### config.mk
export PLATFORM = sky130hd
export DESIGN_NAME = dbus_arbiter
export DESIGN_NICKNAME = d
export VERILOG_FILES = /design/src/rtl/dbus_arbiter.sv
export SDC_FILE = /design/constraint.sdc
export NUM_CORES = 1
export LEC_CHECK = 0
export CAP_MARGIN = 20
export CORE_MARGIN = 2
export CORE_UTILIZATION = 42
export DETAILED_ROUTE_END_ITERATION = 12
export PLACE_DENSITY = 0.89
export SLEW_MARGIN = 5
export SYNTH_ARGS = -nofsm -noshare
export SYNTH_HDL_FRONTEND = slang
export SYNTH_SLANG_ARGS = --single-unit
export TNS_END_PERCENT = 1
### constraint.sdc
create_clock -name clk -period 3.7 [get_ports clk]
set_input_delay 0.74 -clock clk [delete_from_list [all_inputs] [get_ports clk]]
set_output_delay 0.74 -clock clk [all_outputs]
set_load 0.05 [all_outputs]
### src/rtl/dbus_arbiter.sv
// Three-way arbiter/sequencer for the shared data bus: CPU, FFT and crypto masters
// share one single-word memory port, with wait counters preventing accelerator starvation.
module dbus_arbiter #(
  parameter int AW       = 19,
  parameter int DW       = 19,
  parameter int MAX_WAIT = 8
) (
  input  logic          clk,
  input  logic          rst_n,
  input  logic          cpu_req_i,
  input  logic          cpu_write_i,
  input  logic [AW-1:0] cpu_addr_i,
  input  logic [DW-1:0] cpu_wdata_i,
  output logic          cpu_gnt_o,
  output logic          cpu_done_o,
  output logic [DW-1:0] cpu_rdata_o,
  input  logic          fft_req_i,
  input  logic          fft_write_i,
  input  logic [AW-1:0] fft_addr_i,
  input  logic [DW-1:0] fft_wdata_i,
  output logic          fft_gnt_o,
  output logic          fft_done_o,
  output logic [DW-1:0] fft_rdata_o,
  input  logic          cry_req_i,
  input  logic          cry_write_i,
  input  logic [AW-1:0] cry_addr_i,
  input  logic [DW-1:0] cry_wdata_i,
  output logic          cry_gnt_o,
  output logic          cry_done_o,
  output logic [DW-1:0] cry_rdata_o,
  output logic          mem_valid_o,
  output logic          mem_write_o,
  output logic [AW-1:0] mem_addr_o,
  output logic [DW-1:0] mem_wdata_o,
  input  logic          mem_ready_i,
  input  logic [DW-1:0] mem_rdata_i
);

  typedef enum logic {IDLE, BUSY} state_e;
  typedef enum logic [1:0] {OWN_CPU = 2'd0, OWN_FFT = 2'd1, OWN_CRY = 2'd2} owner_e;

  localparam logic [3:0] MaxW = 4'(MAX_WAIT);

  state_e               state_q, state_d;
  owner_e               owner_q, owner_d, win;
  logic                 mem_valid_q, mem_valid_d;
  logic                 mem_write_q, mem_write_d;
  logic [AW-1:0]        mem_addr_q, mem_addr_d;
  logic [DW-1:0]        mem_wdata_q, mem_wdata_d;
  logic [2:0]           gnt_q, gnt_d;
  logic [2:0]           done_q, done_d;
  logic [2:0][DW-1:0]   rdata_q, rdata_d;
  logic [3:0]           fft_cnt_q, fft_cnt_d, cry_cnt_q, cry_cnt_d;
  logic                 rr_cry_q, rr_cry_d;  // 0: fft has round-robin preference, 1: cry
  logic                 fft_hot, cry_hot, any_req;

  assign fft_hot = fft_req_i && (fft_cnt_q == MaxW);
  assign cry_hot = cry_req_i && (cry_cnt_q == MaxW);
  assign any_req = cpu_req_i || fft_req_i || cry_req_i;

  // Starved accelerators outrank the CPU; the CPU outranks ordinary accelerator traffic.
  always_comb begin
    win = OWN_CPU;
    if (fft_hot && cry_hot)          win = rr_cry_q ? OWN_CRY : OWN_FFT;
    else if (fft_hot)                win = OWN_FFT;
    else if (cry_hot)                win = OWN_CRY;
    else if (cpu_req_i)              win = OWN_CPU;
    else if (fft_req_i && cry_req_i) win = rr_cry_q ? OWN_CRY : OWN_FFT;
    else if (fft_req_i)              win = OWN_FFT;
    else if (cry_req_i)              win = OWN_CRY;
  end

  // NOTE: every variable driven here gets a default first, so no path can infer a latch.
  always_comb begin
    state_d     = state_q;
    owner_d     = owner_q;
    mem_valid_d = mem_valid_q;
    mem_write_d = mem_write_q;
    mem_addr_d  = mem_addr_q;
    mem_wdata_d = mem_wdata_q;
    gnt_d       = '0;
    done_d      = '0;
    rdata_d     = rdata_q;
    fft_cnt_d   = fft_cnt_q;
    cry_cnt_d   = cry_cnt_q;
    rr_cry_d    = rr_cry_q;
    unique case (state_q)
      IDLE: if (any_req) begin
        state_d     = BUSY;
        owner_d     = win;
        mem_valid_d = 1'b1;
        gnt_d[win]  = 1'b1;
        unique case (win)
          OWN_FFT: begin
            mem_write_d = fft_write_i;
            mem_addr_d  = fft_addr_i;
            mem_wdata_d = fft_wdata_i;
          end
          OWN_CRY: begin
            mem_write_d = cry_write_i;
            mem_addr_d  = cry_addr_i;
            mem_wdata_d = cry_wdata_i;
          end
          default: begin
            mem_write_d = cpu_write_i;
            mem_addr_d  = cpu_addr_i;
            mem_wdata_d = cpu_wdata_i;
          end
        endcase
        if (win == OWN_FFT)                     fft_cnt_d = '0;
        else if (fft_req_i && fft_cnt_q < MaxW) fft_cnt_d = fft_cnt_q + 4'd1;
        if (win == OWN_CRY)                     cry_cnt_d = '0;
        else if (cry_req_i && cry_cnt_q < MaxW) cry_cnt_d = cry_cnt_q + 4'd1;
        if (win != OWN_CPU) rr_cry_d = ~rr_cry_q;
      end
      BUSY: if (mem_ready_i) begin
        state_d         = IDLE;
        mem_valid_d     = 1'b0;
        done_d[owner_q] = 1'b1;
        if (!mem_write_q) rdata_d[owner_q] = mem_rdata_i;
      end
      default: state_d = IDLE;
    endcase
  end

  // NOTE: sequential state uses non-blocking assignments so all registers update together.
  always_ff @(posedge clk or negedge rst_n) begin
    if (!rst_n) begin
      state_q     <= IDLE;
      owner_q     <= OWN_CPU;
      mem_valid_q <= 1'b0;
      mem_write_q <= 1'b0;
      mem_addr_q  <= '0;
      mem_wdata_q <= '0;
      gnt_q       <= '0;
      done_q      <= '0;
      rdata_q     <= '0;
      fft_cnt_q   <= '0;
      cry_cnt_q   <= '0;
      rr_cry_q    <= 1'b0;
    end else begin
      state_q     <= state_d;
      owner_q     <= owner_d;
      mem_valid_q <= mem_valid_d;
      mem_write_q <= mem_write_d;
      mem_addr_q  <= mem_addr_d;
      mem_wdata_q <= mem_wdata_d;
      gnt_q       <= gnt_d;
      done_q      <= done_d;
      rdata_q     <= rdata_d;
      fft_cnt_q   <= fft_cnt_d;
      cry_cnt_q   <= cry_cnt_d;
      rr_cry_q    <= rr_cry_d;
    end
  end

  assign mem_valid_o = mem_valid_q;
  assign mem_write_o = mem_write_q;
  assign mem_addr_o  = mem_addr_q;
  assign mem_wdata_o = mem_wdata_q;
  assign cpu_gnt_o   = gnt_q[OWN_CPU];
  assign fft_gnt_o   = gnt_q[OWN_FFT];
  assign cry_gnt_o   = gnt_q[OWN_CRY];
  assign cpu_done_o  = done_q[OWN_CPU];
  assign fft_done_o  = done_q[OWN_FFT];
  assign cry_done_o  = done_q[OWN_CRY];
  assign cpu_rdata_o = rdata_q[OWN_CPU];
  assign fft_rdata_o = rdata_q[OWN_FFT];
  assign cry_rdata_o = rdata_q[OWN_CRY];

endmodule

==> results of run 1 <==
==> area by class of cell <==
cell class	instances	area, sq um
fillers	854	3850
clock inverters	12	203
well taps	172	215
clock buffers	20	447
multi-input cells	284	2310
inverters	6	22.5
flip-flops and latches	115	2880
diodes	1	2.50
repair buffers	257	2590
==> flip-flops by register name, summed over array words and instances, names as in the netlist <==
name,flops
owner_q,2
cry_cnt_q,4
mem_addr_o,19
mem_wdata_o,19
cpu_rdata_o,19
gnt_q,3
done_q,3
fft_cnt_q,4
mem_write_o,1
fft_rdata_o,19
mem_valid_o,1
rr_cry_q,1
cry_rdata_o,19
state_q,1
==> per-layer routing <==
layer | part of all wire (%) | vias to the layer above | global-route usage [%]
met1 | 38 | 2250 | 25.9
met4 | 2.4 | 0 | 9.57
met5 | 0 | - | 0
met2 | 52 | 218 | 40.0
li1 | - | 2083 | -
met3 | 7.6 | 30 | 7.73
==> power breakdown <==
group | leakage (uW) | internal (uW) | switching [uW]
Combinational | 0.00191 | 1590 | 2570
Clock | 0.000303 | 1210 | 583
Sequential | 0.00138 | 1810 | 371
==> critical path, delay by kind of cell <==
| kind | cells | cell delay [ps] |
|---|---|---|
| compound gates | 3 | 780 |
| simple gates | 2 | 610 |
| fa+ha+maj | 1 | 250 |
| buf+inv | 2 | 730 |
| mux | 1 | 270 |
==> cell families (layout without fill, tap and decap cells) <==
family	count (synthesis)	in the layout
muxes	99	99
AOI/OAI and AO/OA	97	97
and+or+nand+nor	80	80
xor gates and xnor gates	1	1
buffers and inverters	35	295
adders and majority gates	7	7
DFF	115	115
other	0	1
==> path summary, 6_finish.rpt <==
| kind | from | endpoint | cells after the start |
|---|---|---|---|
| max | cry_req_i | mem_addr_o[8] | 9 |
| min | rst_n | cpu_rdata_o[6] | 1 |
| max reg2reg | cry_cnt_q[0] | mem_addr_o[8] | 10 |
| min reg2reg | mem_valid_o | mem_valid_o | 1 |
| max in group asynchronous | rst_n | mem_wdata_o[11] | 2 |
| min in group clk | mem_valid_o | mem_valid_o | 1 |
==> stage by stage <==
step                utilization [%]  power, uW  std cells
floorplan                         -       4810        434
global placement               64.0       6220        834
detailed placement             64.0       6350        834
CTS                            69.2       8190        866
global route                   69.2       8500        867
finish                         69.2       8150        867
==> cell usage in the layout, fill, tap and decap left out, drive strengths merged, types with 2 or more instances in the layout <==
cell             n
mux2i            3
clkdlybuf4s50  243
nand2b           4
mux2            96
bufinv           5
o21ai            4
and2             5
buf             14
o22ai            4
or2              4
a22oi           39
inv              8
clkbuf          20
a21oi           41
nand4            2
o31ai            2
nor3             4
dfrtp          115
nor2            48
nand3b           4
ha               7
clkinvlp         4
a2bb2oi          2
==> run summary, run 1 <==
Post-synth top cells -> 115 x dfrtp_1, 86 x mux2_2, 48 x nor2_1, 41 x a21oi_1, 39 x a22oi_1
Site Rows -> 41
Synth area leader -> dfrtp_1
Worst-path cell chain -> clkdlybuf4s50_1 -> and4b_1 -> o41a_1 -> or2_2 -> ha_1 -> buf_12 -> a22oi_1 -> a21oi_1 -> mux2_2
CTS tree -> yes
Core Area -> 0.0125 sq mm
Syn Nets -> 583
Maxcap violations -> 0
Largest net degree at the start of global routing -> 66
CP Class -> input port to register
Clock buffer depth -> 2
H-tree depth -> 4
GRT Util Overall -> 23.0%
Crit-path max cell delay -> 530 ps
Cts repair resizes -> 0
IO buf count -> 244
Area growth, synth to finish -> 62.5%
Gpl congestion -> 0.795
Cts hold-fix bufs -> 0
Clk sinks -> 115
Post-DRT Antenna Nets -> 0
Max Clock Skew -> 6.50 ps
Syn_area_per_cell -> 12.3 sq um
Outcome -> complete, no violations
Initial antenna violation count -> 1
Starting DRT DRC Count -> 240
Total gr overflow -> 0
Number of flops mapped to enable cells by yosys -> 0
Sequential area share after synthesis -> 54.0%
Tightest Pin Transition -> 686 ps
Clock Tree Root -> clkbuf_16
Worst vdd ir -> 0.499 mV
Clock-pin slew on the worst setup and hold paths -> 50 ps
Worst setup margin -> 602 ps
Synth Instances -> 434
CP Data Arrival Time -> 3390 ps
Most frequent cell after synthesis -> dfrtp_1
Hold crit path type -> input port to async pin
Setup TNS -> 0 ps
Synthesis Warnings -> 0
Die width -> 117 um
Critical-path top delay cell -> clkdlybuf4s50_1
FFs w/ async S/R, synth -> 100%
DRC -> 0
CP Capture Type -> register
Final Hold Viols -> 0
Setup bufs post-CTS -> 0
Die area -> 0.0136 sq mm
DR vias/cell -> 5.28
Vias in the first global route -> 4644
Critical path peak fanout -> 44
# setup viols final -> 0
RSZ-0062 raised after global routing -> no
Fin. max-slew vios -> 0
Final Net Count -> 830
Synth top area cells -> dfrtp_1 54%, mux2_2 18%, a22oi_1 5.5%, a21oi_1 3.9%, nor2_1 3.4%
Rel. slew slack -> 54.1%
Synth Register Bits -> 115
Compound-cell area share of the yosys netlist -> 11.6%
Fin crit share -> 83.7%
Total number of vias -> 4581
Wirelength per Cell -> 18.2 um
Leakage power -> 0.00359 uW
First-pass DRT Iterations -> 4
Mux contribution to synthesized area -> 21.6%
Largest family of logic cells by synthesized area -> multiplexers
Post-Synth Simple-Gate Area -> 8.12%
Number of top-level pins -> 245
WL final -> 15.7 mm
Place WS -> 210 ps
Minimum clock period after layout -> 3100 ps
Fmax -> 0.323 GHz
Clock Latency Late Sink -> 410 ps
Post-synth top area share -> 54.0%
Post-DP HPWL -> 11.4 mm
Required @ worst endpoint -> 4000 ps
Synth Area in XOR/XNOR -> 0.164%
Top FF cell, synth -> dfrtp_1
Synth Cell Area -> 0.00533 sq mm
First-pass GRT wire length -> 23.8 mm
PD cells -> 940 mW/mm^2
Fin area -> 0.00866 sq mm
Post-synth cell types -> 39
Post-Synth Adder-Cell Area -> 1.64%
Startpoint Class -> input port
Starting Density -> 42.6%
DP Area -> 0.00801 sq mm
Layout cell share with drive strength beyond 1 -> 21.6%
Number of CTS-inserted buffers -> 17
Reg-to-reg slack, setup -> 880 ps
Fin Hold WS -> 361 ps
Die H -> 117 um
Note: power is estimated with default switching activity, not from simulation.
==> run 2, diff against run 1 <==
Settings changed: CORE_UTILIZATION 42 to 38, PLACE_DENSITY 0.89 to 0.86.
Clock period 3.7 ns to 2.6 ns, I/O delays scaled along.
==> run 2 against run 1 <==
Compared with the run above: global-route usage is 1.6 points lower; setup slack worse by 530 ps; design area is 3.7% higher; first-iteration DRC count is 20% lower; count of clock-buffer cells in the layout is 2 lower; sequential share of layout area is 1.2 points lower; clock power is 38% higher; critical path type is now register to register; critical endpoint is now mem_wdata_o[4]; largest power group unchanged.
==> run summary, run 2 (synthesis results as in run 1) <==
Outcome -> complete, no violations
RR Startpoint -> cry_cnt_q[0]
Layout fillers -> 1003 (+17%)
Maxcap violations -> 0 (unchanged)
Number of top-level pins -> 245 (unchanged)
Max Clock Skew -> 6.29 ps (-0.206 ps)
Required @ worst endpoint -> 2890 ps (-1110 ps)
Tightest Pin Transition -> 553 ps (-134 ps)
Reg-to-reg slack, setup -> 70 ps (-810 ps)
Starting DRT DRC Count -> 193 (-20%)
Sw Share -> 43.3% (about the same)
Leakage power -> 0.00371 uW (+3.4%)
Critical path peak fanout -> 21 (-52%)
Final Net Count -> 848 (+2.2%)
Worst vdd ir -> 0.563 mV (+13%)
Minimum clock period after layout -> 2530 ps
CP Class -> register to register
Clk sinks -> 115 (unchanged)
# setup viols final -> 0 (unchanged)
Total Power -> 11600 uW (+43%)
Post-DP HPWL -> 11.3 mm (-0.95%)
DR vias/cell -> 5.14 (-2.7%)
Final Hold Viols -> 0 (unchanged)
CP Data Arrival Time -> 2820 ps (-570 ps)
Worst-path cell chain -> inv_1 -> ha_1 -> and4b_1 -> o41a_1 -> or2_4 -> ha_4 -> buf_12 -> a22oi_1 -> a21oi_1 -> mux2_2
Buffer and inverter count on the worst path -> 2 (unchanged)
DRC -> 0 (unchanged)
First-pass GRT wire length -> 24.6 mm (+3.3%)
Die area -> 0.0150 sq mm (+10%)
Gpl congestion -> 0.896 (+13%)
Cts hold-fix bufs -> 0 (unchanged)
Reg power frac -> 26.3% (-0.5 points)
Total number of vias -> 4584 (+0.065%)
Critical Path Source -> cry_cnt_q[0]
Number of CTS-inserted buffers -> 17 (unchanged)
PD cells -> 1300 mW/mm^2 (+38%)
Total gr overflow -> 0 (unchanged)
Die width -> 122 um (+5.0%)
Comb power frac -> 52.4% (+1.3 points)
Commonest non-fill, non-tap cell in the layout -> clkdlybuf4s50_1
# diodes -> 0 (-1)
CTS tree -> yes
Startpoint Class -> register
R2R cell count -> 10 (unchanged)
Fin cells -> 892 (+2.9%)
Pint -> 6610 uW (+43%)
Setup bufs post-CTS -> 0 (unchanged)
Rel. slew slack -> 63.0% (+8.9 points)
First-pass DRT Iterations -> 6 (+2)
Clock Tree Root -> clkbuf_16
Initial antenna violation count -> 0 (-1)
Site Rows -> 43 (+4.9%)
Layout cell share with drive strength beyond 1 -> 26.8% (+5.2 points)
Hold crit path type -> input port to async pin
CP Capture Point -> mem_wdata_o[4]
Fmax -> 0.395 GHz
Core Area -> 0.0138 sq mm (+10%)
Vias in the first global route -> 4868 (+4.8%)
CP Capture Type -> register
IO buf count -> 244 (unchanged)
GRT Util Overall -> 21.4% (-1.6 points)
Crit-path max cell delay -> 390 ps (-140 ps)
Fin crit share -> 97.4%
Starting Density -> 38.7% (-3.9 points)
Post-DRT Antenna Nets -> 0 (unchanged)
Commonest cells after routing, fill and taps aside -> 243 x clkdlybuf4s50_1, 115 x dfrtp_1, 86 x mux2_2
Delay-heaviest family, CP -> compound AO/OA/AOI/OAI gates
Die H -> 122 um (+5.0%)
Largest net degree at the start of global routing -> 66 (unchanged)
WL final -> 15.9 mm (+0.93%)
Worst path depth -> 10 (+1)
Wirelength per Cell -> 17.8 um (-1.9%)
Cell count after placement -> 858 (+2.9%)
H-tree depth -> 4 (unchanged)
Fin. max-slew vios -> 0 (unchanged)
Psw -> 5040 uW (+43%)
Critical-path top delay cell -> o41a_1
Area growth, synth to finish -> 68.6%
Clock-pin slew on the worst setup and hold paths -> 60 ps (about the same)
Clock power share -> 21.3% (-0.8 points)
Worst reg2reg path endpoint -> mem_wdata_o[4]
Clock Latency Late Sink -> 410 ps (about the same)
RSZ-0062 raised after global routing -> yes
Clock buffer depth -> 2 (unchanged)
[run 2: cell types whose count changed in the layout (fill, tap and decap cells not counted), moves of 3 or more]
cell      previous run  this run
a22oi_1             39        22
a22oi_2              0        17
buf_4               10        24
clkinv_4             0         3
nor2_1              47        44
[run 2: metal layers]
metal / wire, um / vias up / track usage (%)
met1: 5990 / 2222 / 24.5
met3: 1340 / 23 / 6.27
met4: 362 / 0 / 8.98
met2: 8190 / 223 / 37.3
met5: 0 / - / 0
li1: - / 2116 / -
[run 2: how the worst min path moves through the flow]
| stage | from | end | slack [ps] | depth (start not counted) |
|---|---|---|---|---|
| 6_report | rst_n | done_q[0] | 30 | 1 |
| 5_1_grt | rst_n | cry_rdata_o[5] | 40 | 1 |
| 4_1_cts | rst_n | done_q[0] | 20 | 1 |
| 3_5_place_dp | rst_n | cpu_rdata_o[5] | 450 | 1 |
| 3_3_place_gp | rst_n | done_q[0] | 450 | 1 |
| 2_1_floorplan | rst_n | cpu_rdata_o[0] | 220 | 0 |
[run 2: final cells by class]
| cell class | count | area (sq um) | share of cell area [%] |
|---|---|---|---|
| Clock buffer | 18 | 439 | 4.89 |
| Clock inverter | 14 | 200 | 2.23 |
| Multi-Input combinational cell | 284 | 2430 | 27.1 |
| Sequential cell | 115 | 2880 | 32.0 |
| Inverter | 6 | 22.5 | 0.251 |
| Tap cell | 180 | 225 | 2.51 |
| Timing Repair Buffer | 275 | 2790 | 31.0 |
[run 2: power by group through the flow]
stage	sequential, uW	clock (uW)	combinational (uW)
2_1_floorplan	5550	0	1320
3_3_place_gp	3020	0	5890
3_5_place_dp	3080	0	5990
4_1_cts	3070	2540	6110
5_1_grt	3160	2630	6380
6_report	3060	2480	6100
[run 2: per-stage QoR]
| step | hold slack [ps] | setup WS, ps | utilization, % | setup TNS, ps | area, sq um |
|---|---|---|---|---|---|
| final | 29.6 | 67.2 | 65.2 | 0 | 8980 |
| after global routing | 37.9 | -37.9 | 65.2 | -130 | 8980 |
| after floorplan | 224 | -36.8 | - | -923 | 5370 |
| after CTS | 15.8 | 63.0 | 64.6 | 0 | 8900 |
| after detailed placement | 454 | -460 | 59.3 | -17450 | 8170 |
| after global placement | 447 | -404 | 59.3 | -14680 | 8170 |
[run 2: what timing repair did]
action / 4_1_cts / 5_1_grt
pin swaps: 0 / 1
gates cloned: 2 / 0
setup endpoints to repair: 28 / 32
gates resized for setup: 11 / 18
hold endpoints to repair: 0 / 0
